[src/rtl/pia_bus_arbiter.sv]
// Two-master arbiter for the PIA register bus: the CPU has priority, and a debug
// master uses free cycles or takes a forced slot once it has waited long enough.
module pia_bus_arbiter #(
  parameter int unsigned STARVE_LIMIT = 16,
  parameter int unsigned CNT_W        = 8
) (
  input  logic       clk_i,
  input  logic       rst_ni,
  input  logic       cpu_stb_i,
  input  logic       cpu_we_i,
  input  logic [6:0] cpu_adr_i,
  input  logic [7:0] cpu_dat_i,
  output logic [7:0] cpu_dat_o,
  output logic       cpu_rdy_o,
  input  logic       dbg_req_i,
  input  logic       dbg_we_i,
  input  logic [6:0] dbg_adr_i,
  input  logic [7:0] dbg_dat_i,
  output logic       dbg_ack_o,
  output logic [7:0] dbg_dat_o,
  output logic       s_stb_o,
  output logic       s_we_o,
  output logic [6:0] s_adr_o,
  output logic [7:0] s_dat_o,
  input  logic [7:0] s_dat_i
);

  typedef enum logic [1:0] {
    ST_IDLE     = 2'd0,
    ST_FORCE    = 2'd1,
    ST_DBG_DATA = 2'd2,
    ST_DBG_ACK  = 2'd3
  } state_e;

  localparam logic [CNT_W-1:0] CNT_MAX = {CNT_W{1'b1}};
  localparam logic [CNT_W-1:0] CNT_ONE = {{(CNT_W-1){1'b0}}, 1'b1};
  localparam logic [CNT_W-1:0] LIMIT   = CNT_W'(STARVE_LIMIT);

  state_e           state_q, state_d;
  logic [CNT_W-1:0] cnt_q, cnt_d;
  logic [CNT_W-1:0] cnt_inc_s;
  logic [7:0]       dbg_dat_q, dbg_dat_d;
  logic             ack_q, ack_d;
  logic             rdy_q, rdy_d;
  logic             stb_s;

  assign cpu_dat_o = s_dat_i;
  assign cpu_rdy_o = rdy_q;
  assign dbg_ack_o = ack_q;
  assign dbg_dat_o = dbg_dat_q;
  assign s_stb_o   = stb_s & rst_ni;

  // Slave mux: debug fields only on an IDLE free-cycle issue or a forced slot.
  always_comb begin
    stb_s   = 1'b0;
    s_we_o  = cpu_we_i;
    s_adr_o = cpu_adr_i;
    s_dat_o = cpu_dat_i;
    case (state_q)
      ST_IDLE: begin
        if (cpu_stb_i) begin
          stb_s = 1'b1;
        end else if (dbg_req_i) begin
          stb_s   = 1'b1;
          s_we_o  = dbg_we_i;
          s_adr_o = dbg_adr_i;
          s_dat_o = dbg_dat_i;
        end else begin
          stb_s = 1'b0;
        end
      end
      ST_FORCE: begin
        stb_s   = 1'b1;
        s_we_o  = dbg_we_i;
        s_adr_o = dbg_adr_i;
        s_dat_o = dbg_dat_i;
      end
      ST_DBG_DATA, ST_DBG_ACK: begin
        stb_s = cpu_stb_i;
      end
      default: begin
        stb_s = 1'b0;
      end
    endcase
  end

  always_comb begin
    state_d   = state_q;
    cnt_d     = cnt_q;
    dbg_dat_d = dbg_dat_q;
    cnt_inc_s = (cnt_q == CNT_MAX) ? cnt_q : (cnt_q + CNT_ONE);
    case (state_q)
      ST_IDLE: begin
        if (dbg_req_i && !cpu_stb_i) begin
          state_d = ST_DBG_DATA;
          cnt_d   = '0;
        end else if (dbg_req_i) begin
          cnt_d = cnt_inc_s;
          // The blocked CPU access this cycle still goes through; the slot is stolen next cycle.
          if ((STARVE_LIMIT != 32'd0) && (cnt_inc_s == LIMIT)) begin
            state_d = ST_FORCE;
          end else begin
            state_d = ST_IDLE;
          end
        end else begin
          cnt_d = '0;
        end
      end
      ST_FORCE: begin
        state_d = ST_DBG_DATA;
        cnt_d   = '0;
      end
      ST_DBG_DATA: begin
        dbg_dat_d = s_dat_i;
        state_d   = ST_DBG_ACK;
      end
      ST_DBG_ACK: begin
        state_d = ST_IDLE;
      end
      default: begin
        state_d = ST_IDLE;
        cnt_d   = '0;
      end
    endcase
    rdy_d = (state_d != ST_FORCE);
    ack_d = (state_d == ST_DBG_ACK);
  end

  always_ff @(posedge clk_i) begin
    if (!rst_ni) begin
      state_q   <= ST_IDLE;
      cnt_q     <= '0;
      dbg_dat_q <= 8'h00;
      ack_q     <= 1'b0;
      rdy_q     <= 1'b1;
    end else begin
      state_q   <= state_d;
      cnt_q     <= cnt_d;
      dbg_dat_q <= dbg_dat_d;
      ack_q     <= ack_d;
      rdy_q     <= rdy_d;
    end
  end

endmodule

[config.mk]
export PLATFORM = sky130hd
export DESIGN_NAME = pia_bus_arbiter
export DESIGN_NICKNAME = d
export VERILOG_FILES = /design/src/rtl/pia_bus_arbiter.sv
export SDC_FILE = /design/constraint.sdc
export NUM_CORES = 1
export LEC_CHECK = 0
export BUFFER_PORTS_ARGS = -buffer_cell sky130_fd_sc_hd__clkbuf_2
export CORE_ASPECT_RATIO = 0.9
export CORE_MARGIN = 4
export CORE_UTILIZATION = 42
export CTS_BUF_LIST = sky130_fd_sc_hd__clkbuf_4 sky130_fd_sc_hd__clkbuf_8
export CTS_CLUSTER_SIZE = 10
export DETAILED_ROUTE_END_ITERATION = 7
export PLACE_DENSITY = 0.78
export SLEW_MARGIN = 20
export SYNTH_ARGS = -nofsm -noshare
export SYNTH_HDL_FRONTEND = slang
export SYNTH_SLANG_ARGS = --single-unit
[constraint.sdc]
create_clock -name clk_i -period 4.3 [get_ports clk_i]
set_clock_uncertainty 0.05 [all_clocks]
set_input_delay 0.215 -clock clk_i [delete_from_list [all_inputs] [get_ports clk_i]]
set_output_delay 0.215 -clock clk_i [all_outputs]
set_load 0.02 [all_outputs]
# Word level (Yosys, flattened, before mapping)
# Index checks and enable logic that the tools add are counted.
# W data, S select, Z words.
[word_totals] register_bits=20 output_inout_bits=35 elab_cells=39
[classes] addsub=1 eq_ne=7 mux=20 n_bitwise=1 reduce_logical=5
[op_table] operator="$mux W8" count=5
[op_table] operator="$pmux W8 S2" count=2
[op_table] operator="$mux W7" count=2
[op_table] operator="$pmux W7 S2" count=1
[op_table] operator="$add A8 B1 Y8 const B" count=1
[op_table] operator="$eq A8 B5 Y1 const B" count=1
[op_table] operator="$eq A8 B8 Y1 const B" count=1
[op_table] operator="$pmux W2 S4" count=1
[op_table] operator="$eq A2 B2 Y1 const B" count=3
[op_table] operator="$mux W1" count=5
[op_table] operator="$mux W2" count=2
[op_table] operator="$pmux W1 S3" count=1
[op_table] operator="$eq A2 B1 Y1 const B" count=1
[op_table] operator="$logic_not A2 Y1" count=1
[op_table] operator="$ne A2 B1 Y1 const B" count=1
[op_table] operator="$pmux W1 S2" count=1
[op_table] operator="$reduce_bool A2 Y1" count=1
[op_table] operator="$reduce_or A2 Y1" count=1
[op_table] operator="$and A1 B1 Y1" count=1
[op_table] operator="$logic_and A1 B1 Y1" count=1
[op_table] operator="$logic_not A1 Y1" count=1

# Longest topological paths before layout
[logic_depth] depth_word=8 depth_mapped=9

# Worst setup path before layout
# Ideal clock, no wire load.
[synth_path] path_kind="reg-to-output" from="register state_q[1]" to="output port s_adr_o[0]" arrival_ns=1.668 required_time_ns=4.035 setup_slack_ns=2.367 stages_incl_launch_ff=9 cell_sequence="dfxtp_1 -> inv_1 -> ha_1 -> buf_2 -> inv_2 -> nor3_1 -> a21oi_1 -> buf_2 -> a22o_1"
[synth_via] elab_chain_len=2 elab_cells_between_ends=3
[synth_lines] element="start, declared" line_no="39" rtl="state_e state_q, state_d;"
[synth_lines] element="start signal, assigned" line_no="137" rtl="state_q <= state_d;"
[synth_lines] element="$eq A2 B1 Y1 or $logic_not A2 Y1 (tied branches)" line_no="59" rtl="case (state_q)"
[synth_lines] element="$pmux W7 S2 *" line_no="59"
[synth_lines] element="end, declared" line_no="23" rtl="output logic [6:0] s_adr_o,"
# Mark *: on every way between the ends. The rest lies on a longest branch, timed or not.

# Worst setup path after layout
[layout_path] from="register state_q[1]" to="output port s_dat_o[3]"
[layout_via] elab_chain_len=2 elab_cells_between_ends=3
[layout_lines] element="$eq A2 B1 Y1 or $logic_not A2 Y1 (tied branches)" line_no="59"
[layout_lines] element="$pmux W8 S2 *" line_no="59"
[layout_lines] element="end, declared" line_no="24" rtl="output logic [7:0] s_dat_o,"
# Marked as above.

==> summary.md <==
| Metric | Value |
|---|---|
| Status | `finished clean` |
| Setup crit start kind | `flip-flop` |
| Buffers added on ports | `78` |
| Leak pwr | `0.837 nW` |
| Crit path depth | `7` |
| Req. time, crit path | `4.03 ns` |
| # rows | `19` |
| Core Area | `3040 um^2` |
| Post-synthesis cell area | `1330 um^2` |
| Finished Layout Cells | `255` |
| CTS tree | `yes` |
| Largest net degree at the start of global routing | `22` |
| CTS Buf Count | `3` |
| Synth area leaders | `dfxtp_1 (30%), a22o_1 (11%), mux2i_1 (8.3%)` |
| Crit path arrival time | `2.35 ns` |
| Unrepaired setup endpoints after global routing | `no` |
| Minimum clock period | `2.61 ns` |
| Critical path buffers and inverters | `3` |
| CP top delay family | `simple AND/OR/NAND/NOR gates` |
| Asr flop ratio synth | `0` |
| Post-Syn Nets | `199` |
| Initial antenna violation count | `0` |
| Sequential cell area fraction in the yosys report | `0.300` |
| Gpl congestion | `0.813` |
| Endpoint class of the critical path | `output port` |
| Crit-path max cell delay | `0.48 ns` |
| Distinct cells, synth | `43` |
| Post-synthesis compound-gate area fraction | `0.235` |
| Hold-fix buffers at CTS | `0` |
| Mux contribution to synthesized area | `0.0910` |
| Drt total wl | `3620 um` |
| Final period util | `0.607` |
| CTS root buf | `clkbuf_4` |
| Global-route wire length before repair | `5550 um` |
| Die area | `4140 um^2` |
| Power share of the sequential group | `0.400` |
| Post-CTS Setup Bufs | `0` |
| Layout cells sized above 1 | `0.408` |
| Initial Util | `0.438` |
| Crit path max fanout | `16` |
| Post-synth top flop | `dfxtp_1` |
| Drt pass-1 iters | `4` |
| Post-cts sizing count | `0` |
| Clk pin slew, worst setup/hold paths | `0.11 ns` |
| Slew margin rel. | `0.548` |
| Antenna Nets Post-Route | `0` |
| GRT Total Usage | `0.178` |
| Area leader, netlist | `dfxtp_1` |
| Synth Area in Adders | `0.0375` |
| Synth top cells by count | `dfxtp_1 (20), a22o_1 (16), mux2i_1 (11), nor2b_1 (11), a21oi_1 (9)` |
| Comb power frac | `0.285` |
| Worst path slowest cell | `or2_1` |
| Yosys warns | `0` |
| Clock sinks | `20` |
| Vias in the first global route | `1216` |
| Die X | `67.4 um` |
| Skew-Pair Late Insertion Delay | `0.30 ns` |
| Vias per cell | `5.27` |
| Worst-margin pin slew | `0.678 ns` |
| Hold depth | `3` |
| # DRC | `0` |
| PD cells | `286 nW/um^2` |
| Int Power | `0.344 mW` |
| Final net count | `262` |
| Via count | `1344` |
| Setup WS pre-CTS | `1.81 ns` |
| DIE HEIGHT | `61.5 um` |
| Max cap viols | `0` |
| Clock Power Share | `0.315` |
| Fmax | `0.383 GHz` |
| I/O pins | `79` |
| Largest family of logic cells by synthesized area | `compound AO/OA/AOI/OAI gates` |
| Reg-to-reg setup timing slack | `2.29 ns` |
| Starting DRT DRC Count | `37` |
| Wire per inst | `14.2 um` |
| Post-DP HPWL | `3000 um` |
| Max IR drop VDD | `0.208 mV` |
| Final WS setup | `1.69 ns` |
| R2r worst-path depth | `6` |
| Post-Place Cells | `251` |
| Fillcell total | `305` |
| #FFs+latches synth | `20` |
| Psw | `0.144 mW` |
| Final setup viols | `0` |
| Area Growth Syn to Fin | `27.8%` |
| Max Root-Sink Buffers | `2` |
| Count of final hold-check violations | `0` |
| Critical path type | `flip-flop to output port` |
| HP Class | `primary input to flip-flop` |
| Setup TNS | `0 ns` |
| Slew Viols, Final | `0` |
| Avg Cell Area, Syn | `8.83 um^2` |
| GRT overflow | `0` |
| Antenna cell count | `0` |
| Top-area cell type share of the netlist area | `0.300` |
| Post-synthesis simple-gate area fraction | `0.220` |
| Crit-path cells | `inv_1 -> ha_1 -> inv_2 -> nor3_1 -> or2_1 -> a22o_1 -> clkbuf_2` |
| XOR/XNOR Fraction of Synth Area | `0.00657` |
| Mapped Cells | `151` |
| Switching Share | `0.296` |
| Most numerous cell in the Yosys netlist | `dfxtp_1` |
| EDFF count, synth | `0` |
| CTS H-Tree Depth | `1` |
-- cell type report --
cell class                 count  area (um^2)  share of cell area
multi-input combinational    106          790               0.463
sequential                    20          400               0.235
timing repair buffer          78          390               0.229
tap                           42         52.6              0.0308
clock inverter                 1         30.0              0.0176
clock buffer                   3         22.5              0.0132
inverter                       5         18.8              0.0110
-- per-stage QoR --
| stage | cell area, um^2 | util | total power [mW] | hold slack, ns |
|---|---|---|---|---|
| 2_1_floorplan | 1330 | - | 0.292 | 0.335 |
| 3_3_place_gp | 1650 | 0.542 | 0.337 | 0.442 |
| 3_5_place_dp | 1650 | 0.542 | 0.339 | 0.450 |
| 4_1_cts | 1700 | 0.559 | 0.496 | 0.121 |
| 5_1_grt | 1700 | 0.560 | 0.514 | 0.142 |
| 6_report | 1700 | 0.560 | 0.488 | 0.134 |
-- cell usage in the layout (no fill, tap or decap), types with 4 or more instances in the layout --
master,n
a21oi_1,8
a22o_1,16
clkbuf_2,78
dfxtp_1,20
ha_1,4
inv_1,4
mux2i_1,11
nand3_1,6
nor2_1,5
nor2b_1,11
nor3b_1,5
-- path summary, 6_finish.rpt --
path                        to    startpoint
setup / recovery    s_dat_o[3]    state_q[1]
setup reg to reg      cnt_q[7]    state_q[1]
hold / removal    dbg_dat_o[4]    s_dat_i[4]
hold reg to reg   dbg_dat_o[1]  dbg_dat_o[1]
-- kinds of logic (layout without fill, tap and decap cells) --
kind of cell / Yosys count / after routing
flip-flops: 20 / 20
adder cells (fa/ha/maj): 4 / 4
buffers and inverters: 25 / 87
AND/OR/NAND/NOR: 47 / 47
AO/OA/AOI/OAI: 42 / 42
XOR/XNOR: 1 / 1
multiplexers: 12 / 12
-- power by group through the flow --
stage	Clock (mW)	Sequential (mW)	Combinational (mW)
after floorplan	0	0.205	0.0874
after global placement	0	0.199	0.138
after detailed placement	0	0.200	0.140
after CTS	0.160	0.195	0.140
after global routing	0.166	0.196	0.152
final	0.153	0.195	0.139
-- state kept, by name (all words and copies together) (netlist names) --
name,cells
cnt_q,8
cpu_rdy_o,1
dbg_ack_o,1
dbg_dat_o,8
state_q,2
-- worst reg2reg max path: stages, from the launching register on --
cell and delay [ns]:
dfxtp_1 0.36, inv_1 0.11, ha_1 0.34, nand3_1 0.14, nor2_1 0.53, a41oi_1 0.21, nor3b_1 0.20
-- per-layer routing --
layer | vias to the layer above | GRT usage | wire length, um
li1 | 676 | - | -
met4 | 0 | 0.0520 | 25
met1 | 609 | 0.199 | 1430
met5 | - | 0 | 0
met2 | 55 | 0.339 | 1800
met3 | 4 | 0.0420 | 363
(Power assumes the default switching activity.)
